`config.mk`:
```
export PLATFORM = sky130hd
export DESIGN_NAME = audio_mixer_nch
export DESIGN_NICKNAME = d
export VERILOG_FILES = /design/src/rtl/audio_mixer_pkg.sv /design/src/rtl/audio_mixer_dcrm.sv /design/src/rtl/audio_mixer_nch.sv
export SDC_FILE = /design/constraint.sdc
export NUM_CORES = 1
export LEC_CHECK = 0
export ABC_AREA = 0
export CAP_MARGIN = 20
export CORE_MARGIN = 3
export CORE_UTILIZATION = 40
export CTS_CLUSTER_SIZE = 16
export DETAILED_ROUTE_END_ITERATION = 8
export GPL_TIMING_DRIVEN = 0
export HOLD_SLACK_MARGIN = 0.12
export PLACE_DENSITY_LB_ADDON = 0.2
export SYNTH_ARGS = -nofsm -noshare
export SYNTH_HDL_FRONTEND = slang
export SYNTH_SLANG_ARGS = --single-unit
```
`constraint.sdc`:
```
create_clock -name clk_49m -period 16.9 [get_ports clk_49m]
set_input_delay 3.38 -clock clk_49m [delete_from_list [all_inputs] [get_ports clk_49m]]
set_output_delay 3.38 -clock clk_49m [all_outputs]
set_load 0.005 [all_outputs]
```
`src/rtl/audio_mixer_pkg.sv`:
```
// Shared FSM encodings, gain format constants and a signed saturation helper
// for the N-channel audio mixer.
package audio_mixer_pkg;

   localparam logic [1:0] IDLE  = 2'd0;
   localparam logic [1:0] ACCUM = 2'd1;
   localparam logic [1:0] SAT   = 2'd2;

   localparam int unsigned GAIN_W    = 4;
   localparam int unsigned GAIN_FRAC = 3;
   localparam int unsigned DCRM_K    = 10;

   // Clamp a wide signed value into the range of a signed 'width'-bit number.
   function automatic logic signed [63:0] sat_signed(input logic signed [63:0] value,
                                                     input int unsigned        width);
      logic signed [63:0] hi;
      logic signed [63:0] lo;
      hi = (64'sd1 <<< (width - 1)) - 64'sd1;
      lo = -hi - 64'sd1;
      if (value > hi) begin
         return hi;
      end else if (value < lo) begin
         return lo;
      end else begin
         return value;
      end
   endfunction

endpackage

```
`src/rtl/audio_mixer_dcrm.sv`:
```
// First-order DC blocker on the mixed output; only instantiated when
// AUDIO_MIXER_DCRM_EN is defined. Adds one cycle of latency.
module audio_mixer_dcrm
   import audio_mixer_pkg::*;
#(
   parameter int unsigned OW = 16
) (
   input  logic                 clk_49m,
   input  logic                 reset,
   input  logic signed [OW-1:0] x,
   input  logic                 x_valid,
   output logic signed [OW-1:0] y,
   output logic                 y_valid
);

   localparam int unsigned DW = OW + 2;

   logic signed [OW-1:0] x_prev_q;
   logic signed [OW-1:0] y_q;
   logic                 valid_q;
   logic signed [DW-1:0] y_next;

   // Two guard bits cover the worst case |x - x_prev| + |y_prev| before saturation.
   always_comb begin
      y_next = DW'(x) - DW'(x_prev_q) + DW'(y_q) - DW'(y_q >>> DCRM_K);
   end

   always_ff @(posedge clk_49m or negedge reset) begin
      if (!reset) begin
         x_prev_q <= '0;
         y_q      <= '0;
         valid_q  <= 1'b0;
      end else begin
         valid_q <= x_valid;
         if (x_valid) begin
            x_prev_q <= x;
            y_q      <= OW'(sat_signed(64'(y_next), OW));
         end
      end
   end

   assign y       = y_q;
   assign y_valid = valid_q;

endmodule

```
`src/rtl/audio_mixer_nch.sv`:
```
// N-channel signed audio mixer: time-multiplexed gain/invert/sum, saturation and
// pause-driven soft mute. Define AUDIO_MIXER_DCRM_EN to add a DC blocker on the output.
module audio_mixer_nch
   import audio_mixer_pkg::*;
#(
   parameter int unsigned NCH  = 4,
   parameter int unsigned IW   = 16,
   parameter int unsigned OW   = 16,
   parameter int unsigned ACCW = 24
) (
   input  logic                     clk_49m,
   input  logic                     reset,
   input  logic                     cen_sample,
   input  logic [NCH*IW-1:0]        ch_in,
   input  logic [NCH*GAIN_W-1:0]    ch_gain,
   input  logic [NCH-1:0]           ch_inv,
   input  logic                     pause,
   output logic signed [OW-1:0]     sound,
   output logic                     sample_valid,
   output logic                     clip,
   output logic                     overrun
);

   localparam int unsigned IDXW = $clog2(NCH);
   localparam int unsigned MSW  = $clog2(OW);
   localparam int unsigned TW   = IW + GAIN_W + 1;
   localparam logic [IDXW-1:0] IDX_LAST = IDXW'(NCH - 1);
   localparam logic [MSW-1:0]  MUTE_MAX = MSW'(OW - 1);

   logic [1:0]             state_q;
   logic [IDXW-1:0]        idx_q;
   logic signed [ACCW-1:0] acc_q;
   logic signed [IW-1:0]   in_q   [NCH];
   logic [GAIN_W-1:0]      gain_q [NCH];
   logic [NCH-1:0]         inv_q;
   logic [MSW-1:0]         mute_sh_q;
   logic signed [OW-1:0]   mix_q;
   logic                   mix_valid_q;
   logic                   clip_q;
   logic                   overrun_q;

   logic signed [IW-1:0]   in_sel;
   logic [GAIN_W-1:0]      gain_sel;
   logic signed [TW-1:0]   prod;
   logic signed [TW-1:0]   term;
   logic signed [TW-1:0]   term_n;
   logic signed [63:0]     acc_wide;
   logic signed [63:0]     sat_full;
   logic signed [OW-1:0]   sat_ow;
   logic signed [OW-1:0]   muted;
   logic                   clamped;

   // Gain is zero-extended to keep it unsigned; the term is negated at full width
   // so the most negative input inverts without wrapping.
   always_comb begin
      in_sel   = in_q[idx_q];
      gain_sel = gain_q[idx_q];
      prod     = TW'(in_sel) * TW'($signed({1'b0, gain_sel}));
      term     = prod >>> GAIN_FRAC;
      term_n   = inv_q[idx_q] ? -term : term;
   end

   always_comb begin
      acc_wide = 64'(acc_q);
      sat_full = sat_signed(acc_wide, OW);
      sat_ow   = sat_full[OW-1:0];
      clamped  = (sat_full != acc_wide);
      muted    = (mute_sh_q >= MUTE_MAX) ? '0 : (sat_ow >>> mute_sh_q);
   end

   always_ff @(posedge clk_49m or negedge reset) begin
      if (!reset) begin
         state_q     <= IDLE;
         idx_q       <= '0;
         acc_q       <= '0;
         inv_q       <= '0;
         mute_sh_q   <= '0;
         mix_q       <= '0;
         mix_valid_q <= 1'b0;
         clip_q      <= 1'b0;
         overrun_q   <= 1'b0;
         for (int i = 0; i < NCH; i++) begin
            in_q[i]   <= '0;
            gain_q[i] <= '0;
         end
      end else begin
         mix_valid_q <= 1'b0;
         if (cen_sample && (state_q != IDLE)) begin
            overrun_q <= 1'b1;
         end
         case (state_q)
            IDLE: begin
               if (cen_sample) begin
                  for (int i = 0; i < NCH; i++) begin
                     in_q[i]   <= ch_in[i*IW +: IW];
                     gain_q[i] <= ch_gain[i*GAIN_W +: GAIN_W];
                  end
                  inv_q   <= ch_inv;
                  acc_q   <= '0;
                  idx_q   <= '0;
                  state_q <= ACCUM;
               end
            end
            ACCUM: begin
               acc_q <= acc_q + ACCW'(term_n);
               if (idx_q == IDX_LAST) begin
                  state_q <= SAT;
               end else begin
                  idx_q <= idx_q + 1'b1;
               end
            end
            SAT: begin
               mix_q       <= muted;
               mix_valid_q <= 1'b1;
               if (clamped) begin
                  clip_q <= 1'b1;
               end
               // Ramp takes effect from the next sample onward.
               if (pause && (mute_sh_q < MUTE_MAX)) begin
                  mute_sh_q <= mute_sh_q + 1'b1;
               end else if (!pause && (mute_sh_q != '0)) begin
                  mute_sh_q <= mute_sh_q - 1'b1;
               end
               state_q <= IDLE;
            end
            default: begin
               state_q <= IDLE;
            end
         endcase
      end
   end

`ifdef AUDIO_MIXER_DCRM_EN
   audio_mixer_dcrm #(
      .OW(OW)
   ) u_dcrm (
      .clk_49m (clk_49m),
      .reset   (reset),
      .x       (mix_q),
      .x_valid (mix_valid_q),
      .y       (sound),
      .y_valid (sample_valid)
   );
`else
   assign sound        = mix_q;
   assign sample_valid = mix_valid_q;
`endif

   assign clip    = clip_q;
   assign overrun = overrun_q;

endmodule

```
Word-level counts from Yosys, hierarchy flattened
Cells that the tools add are included.
Widths: inputs -> output; s select.
{ "totals": {"regBits": 135, "inputBits": 88, "output_inout_bits": 19, "elab_cells": 76} }
{ "classes": {"addsub": 5, "mul": 1, "magnitude_cmp": 6, "eq_ne": 7, "shifts": 1, "n_mux": 23, "n_bitwise": 1, "reduce_logical": 15} }
{ "ops": {"columns": ["operator", "count"], "rows": [
  ["$mux 64", 2],
  ["$ne 64x24->1", 1],
  ["$mux 16", 3],
  ["$pmux 24 s2", 1],
  ["$bmux 16 s2", 1],
  ["$add 24x21->24", 1],
  ["$gt 24x16->1 const B", 1],
  ["$lt 24x16->1 const B", 1],
  ["$mux 24", 1],
  ["$mul 16x5->21", 1],
  ["$mux 21", 1],
  ["$neg 18->21", 1],
  ["$mux 4", 4],
  ["$sshr 16x4->16", 1],
  ["$reduce_and 2->1", 5],
  ["$bmux 4 s2", 1],
  ["$mux 2", 4],
  ["$pmux 2 s2", 2],
  ["$ne 2x2->1 const B", 3],
  ["$reduce_bool 2->1", 3],
  ["$add 4x1->4 const B", 1],
  ["$eq 2x2->1 const B", 2],
  ["$ge 4x4->1 const B", 1],
  ["$lt 4x4->1 const B", 1],
  ["13 further kinds", 16]
]} }

Depth between registers and ports, before layout
{ "logic_depth": {"ltp_word": 9, "ltp_mapped": 32, "mapped_depth_nobuf": 29} }

Least setup slack after synthesis
OpenSTA, ideal clock, no wires.
{ "synth_path": {"path_type": "reg2reg", "startpoint": "register idx_q[0]", "endpoint": "register acc_q[23]", "setup_time_ns": 0.086, "arrival_time_ns": 7.903, "required_time_ns": 16.814, "slack_ns": 8.911, "stages_incl_launch_ff": 32, "n_path_buf": 3, "period_less_slack_ns": 7.989, "cell_sequence": "dfrtp_1 buf_6 buf_8 buf_1 mux4_2 and2_1 ha_1 inv_1 fa_1 fa_1 inv_1 ha_1 a21o_1 a21o_1 a221o_1 or3_1 a211o_1 or4_4 nor3_2 and2b_1 xor2_1 ha_1 nand4_1 nor2_1 a211oi_1 o21a_1 a21oi_1 o21ba_2 or3_1 a21oi_1 o21ai_0 o221ai_2"} }
{ "synth_between": {"elab_chain_cells": 9, "word_cells_on_any_way": 14, "classes_between": "2 x add/sub; 1 x mul; 10 x mux; 1 x bitwise"} }
{ "synth_rtl": {"columns": ["element", "line", "rtl"], "rows": [
  ["from (decl)", "audio_mixer_nch.sv:31", "logic [IDXW-1:0] idx_q;"],
  ["from (signal assigned)", "audio_mixer_nch.sv:109", "idx_q <= idx_q + 1'b1;"],
  ["$not 2->3 (not written as such)", "audio_mixer_nch.sv:56, audio_mixer_nch.sv:57", null],
  ["$bmux 16 s2 or $bmux 4 s2 (tied branches)", "audio_mixer_nch.sv:56, audio_mixer_nch.sv:57", null],
  ["$mux 16 (not written as such) or $mux 4 (tied branches) (2 in series)", "audio_mixer_nch.sv:56, audio_mixer_nch.sv:57", null],
  ["$mul 16x5->21", "audio_mixer_nch.sv:58", "prod = TW'(in_sel) * TW'($signed({1'b0, gain_sel}));"],
  ["$neg 18->21", "audio_mixer_nch.sv:60", "term_n = inv_q[idx_q] ? -term : term;"],
  ["$mux 21 (*)", "audio_mixer_nch.sv:60", null],
  ["$add 24x21->24 (*)", "audio_mixer_nch.sv:105", "acc_q <= acc_q + ACCW'(term_n);"],
  ["$pmux 24 s2 (*)", "audio_mixer_nch.sv:91", "case (state_q)"],
  ["to (signal assigned)", "audio_mixer_nch.sv:105", null],
  ["to (decl)", "audio_mixer_nch.sv:32", "logic signed [ACCW-1:0] acc_q;"]
]} }
Every way passes the cells marked *; elsewhere a longest branch is shown, timed or not. The select of a mux whose other input is x is not followed.
A chain may end at the register's enable or synchronous reset.

Worst setup path in the final report
{ "layout_path": {"startpoint": "register idx_q[1]", "endpoint": "register acc_q[23]"} }
Same word-level chain as after synthesis.

==> results <==
- After detailed routing, the number of remaining DRC violations is 0.
- The total detailed-routing wirelength is approximately 26000 um.
- The number of buffers on the longest clock path is 2.
- The initial utilization of the core area, before any placement, comes to between 40% and 50%.
- Entering global routing, the biggest net connects 90 pins.
- The multi-input combinational cells in the finished layout cover a total of 6610 um^2.
- The category of the most critical setup path is register to register.
- In this run the critical register-to-register path is launched from idx_q[1].
- The number of hold violations in the final report is 0.
- The library cells used most frequently in the layout, excluding fill and tap cells, are sky130_fd_sc_hd__dfrtp_1 (135), sky130_fd_sc_hd__clkdlybuf4s50_1 (105), sky130_fd_sc_hd__mux2_2 (90), sky130_fd_sc_hd__inv_1 (83), sky130_fd_sc_hd__nand2_1 (76).
- Counting the buffers created by CTS gives 17.
- 0 antenna diodes ended up in the layout.
- The total congestion overflow is 0.
- Across the routed clock network, the largest skew measured is about 15 ps.
- The worst path in the final design needs a cycle of 8780 ps, including I/O delays and setup.
- The post-cts hold buffer count is 0.
- The endpoint class of the critical path is a register.
- Summing the sequential cell areas from Yosys gives between 30% and 40% of the chip area.
- The pre-antenna-repair detailed-routing pass consisted of 6 iterations.
- The transition time at the pin with the least slew margin is 911 ps.
- The cell type with the highest occurrence count on the critical path is sky130_fd_sc_hd__ha_1.
- The clock sink count is roughly 140.
- After Yosys synthesis, XOR and XNOR cells account for 4.67% of the synthesized area.
- The register-to-register setup slack is around 8000 ps.
- The delay of the slowest cell on the worst path is 610 ps.
- The floorplan die area is roughly 28000 um^2.
- By area, the combinational part of the netlist is dominated by multiplexers.
- The count of nets left with antenna violations once routing finished came out at 0.
- The final-report max-slew violation count is 0.
- The H-tree depth is 4.
- The run finished with clean final reports.
- The global-route total usage across every layer is a little under a fifth.
- The number of gates resized after cts is 0.
- The worst hold path belongs to the class register to register.
- For this run, asynchronously set or reset flops after synthesis account for 100%.
- The headroom to the max-slew limit is between 30% and 40%.
- The count of cells along the worst register-to-register path is 30.
- After the last flow step, the layout net total stands at 1371.
- The per-cell routed wire length is around 17 um.
- The number of buffers inserted by port buffering is 106.
- The endpoint identified for the worst register-to-register timing path is acc_q[23].
- After technology mapping, the gate count stands at around 1100.
- In this run the cell area of the synthesized design comes to approximately 10000 um^2.
- Summed over all failing endpoints, the final setup total negative slack is 0 ps.
- The critical path required time is 17250 ps.
- The number of standard-cell rows in the floorplan is between 50 and 60.
- Setup repair after global routing left no endpoint under its margin.
- Counting flops and latches in the post-synthesis netlist gives around 140.
- Dividing the detail-routed via count by the number of cells gives ~5.3.
- The worst hold path begins at clip.
- Along the worst path, the maximum fanout reaches 10.
- The synthesized netlist devotes around 15% of its cell area to compound gates.
- The chip width is between 150 and 200 um.
- The die extent in y is around 170 um.
- The first global-routing pass estimated between 40000 and 50000 um of wire.
- The arithmetic-cell share of the synthesized area counting full adders, half adders and majority gates is roughly 15%.
- The half-perimeter wire length after placement is ~20000 um.
- The count of cell types in the netlist is 63.
- For the worst setup path, the data arrival time is 9130 ps.
- The routed layout has a little over 8000 vias.
- After Yosys synthesis, and, or, nand and nor cells account for around an eighth of the synthesized area.
- Counting flops with a built-in enable in the synthesized netlist gives 0.
- Max-cap violations in this run came to 0.
- The top-level I/O count is 107.
- TritonCTS built the clock tree.
- Static timing analysis puts the maximum clock frequency at roughly 0.11 GHz.
- The number of antenna violations at the first check in global routing is 0.
- The leading cell type in the layout, fill and taps excluded is sky130_fd_sc_hd__dfrtp_1.
- The floorplan core area is 25500 um^2.
- The path with the worst hold slack has its endpoint at clip.
- Counting instances, the worst hold path has a depth of 1.
- In the synthesized netlist the dominant register cell turns out to be sky130_fd_sc_hd__dfrtp_1.
- The clock transition at the registers of the reported paths is approximately 70 ps.
- The post-synthesis average cell area is roughly 9.9 um^2.
- The number of global-route vias before repair is 8383.
- The post-CTS repair timing setup buffer count is 0.
- After filler insertion, the fill cell instance count of the layout stands at around 2300.
- Setup violations remaining at the end of the flow were counted as 0.
- The sequential cells in the finished layout cover a total of roughly 3400 um^2.
- The buffer cell driving the clock tree root is sky130_fd_sc_hd__clkbuf_16.
- The final critical path takes up between 50% and 60% of the cycle.
- The fraction of final layout cells with drive strength greater than 1 is about an eighth.
- Routability-driven placement finished with a final weighted congestion of around 0.86.
- After the first detailed-routing iteration, the DRC count stood at around 370.
- Among all stages on the critical path, the largest delay is contributed by sky130_fd_sc_hd__clkbuf_1.
- Measured against the total synthesized area, the mux share comes to ~16%.
- The number of nets in the synthesized netlist is between 1000 and 1500.
- During synthesis, Yosys emitted a total of 0 warnings.
- The clock insertion delay at the later pin of the skew report is about 430 ps.
- The area growth from synthesis to layout is 20.1%.
- The worst setup path is launched from a register.
metal layers:
metal | up-vias | wire length (um) | track usage (%) | share of wire [%]
li1 | 4014 | - | - | -
met1 | 3929 | 11800 | 25.2 | 46
met2 | 136 | 12500 | 31.0 | 49
met3 | 30 | 907 | 3.08 | 3.5
met4 | 0 | 516 | 5.41 | 2.0
met5 | - | 0 | 0 | 0
worst max-delay path: cells and delay by family, from the launching register on:
family	cells	cell delay, ps
AOI/OAI and AO/OA	11	2260
xor gates and xnor gates	1	150
adders and majority gates	5	2040
buffers and inverters	4	1180
DFF	1	460
muxes	1	450
and+or+nand+nor	8	2160
cell usage after synthesis, types with 7 or more instances:
library cell | instances | share of area [%]
sky130_fd_sc_hd__or3_1 | 10 | 0.60
sky130_fd_sc_hd__fa_1 | 35 | 6.7
sky130_fd_sc_hd__o21a_1 | 9 | 0.64
sky130_fd_sc_hd__dfrtp_1 | 135 | 32
sky130_fd_sc_hd__a21o_1 | 22 | 1.6
sky130_fd_sc_hd__nand2b_1 | 11 | 0.66
sky130_fd_sc_hd__clkbuf_1 | 41 | 1.5
sky130_fd_sc_hd__o21bai_1 | 8 | 0.57
sky130_fd_sc_hd__mux2_2 | 90 | 9.7
sky130_fd_sc_hd__mux2i_1 | 14 | 1.3
sky130_fd_sc_hd__a211oi_1 | 9 | 0.64
sky130_fd_sc_hd__o21ai_0 | 73 | 3.5
sky130_fd_sc_hd__nor4_1 | 8 | 0.48
sky130_fd_sc_hd__nand2_1 | 76 | 2.7
sky130_fd_sc_hd__a21oi_1 | 56 | 2.7
sky130_fd_sc_hd__mux4_1 | 10 | 2.5
sky130_fd_sc_hd__xnor2_1 | 39 | 3.3
sky130_fd_sc_hd__and2_1 | 54 | 3.2
sky130_fd_sc_hd__nor3_1 | 19 | 0.91
sky130_fd_sc_hd__nand4_1 | 11 | 0.66
sky130_fd_sc_hd__xor2_1 | 17 | 1.4
sky130_fd_sc_hd__nand3_1 | 7 | 0.33
sky130_fd_sc_hd__nor2_1 | 40 | 1.4
sky130_fd_sc_hd__a22o_1 | 12 | 1.0
sky130_fd_sc_hd__mux4_2 | 11 | 2.4
sky130_fd_sc_hd__inv_1 | 83 | 3.0
sky130_fd_sc_hd__ha_1 | 67 | 8.0
sequential cells by signal, indices dropped and copies added (netlist names), 2 cells and up:
name	count
acc_q	24
gain_q	16
idx_q	2
in_q	64
inv_q	4
mute_sh_q	4
sound	16
state_q	2
area by class of cell:
type                       count  share of cell area (%)
multi-input combinational    790                    52.5
sequential                   135                    26.8
timing repair buffer         107                    8.65
clock buffer                  19                    3.51
tap                          330                    3.28
inverter                      83                    2.47
buffer                        47                    1.55
clock inverter                13                    1.28
worst max-delay path by stage:
stage / from / end / slack, ps / depth (start not counted)
2_1_floorplan: idx_q[0] / acc_q[23] / 8910 / 31
6_report: idx_q[1] / acc_q[23] / 8120 / 30
3_3_place_gp: reset / gain_q[5] / 6860 / 1
4_1_cts: idx_q[0] / acc_q[23] / 8050 / 31
3_5_place_dp: idx_q[0] / acc_q[23] / 8080 / 31
5_1_grt: idx_q[0] / acc_q[23] / 7590 / 31
kinds of logic (layout without fill, tap and decap cells):
logic type,Yosys count,after routing
and+or+nand+nor,267,267
AOI/OAI and AO/OA,240,240
DFF,135,135
buffers and inverters,130,269
muxes,125,125
adders and majority gates,102,102
xor gates and xnor gates,56,56
through the flow:
step	hold WS (ps)	instance area, um^2	utilization [%]	instances	setup WS [ps]
after global routing	499	12600	49.5	1524	7590
after detailed placement	457	12000	47.1	1492	8080
after CTS	479	12600	49.5	1524	8050
after global placement	454	12000	47.0	1491	6860
final	473	12600	49.5	1524	8120
after floorplan	459	10500	-	1055	8910
Power is left out: the tool's default activity adds up to more than one toggle a clock period on the data nets, which glitch-free logic cannot reach.
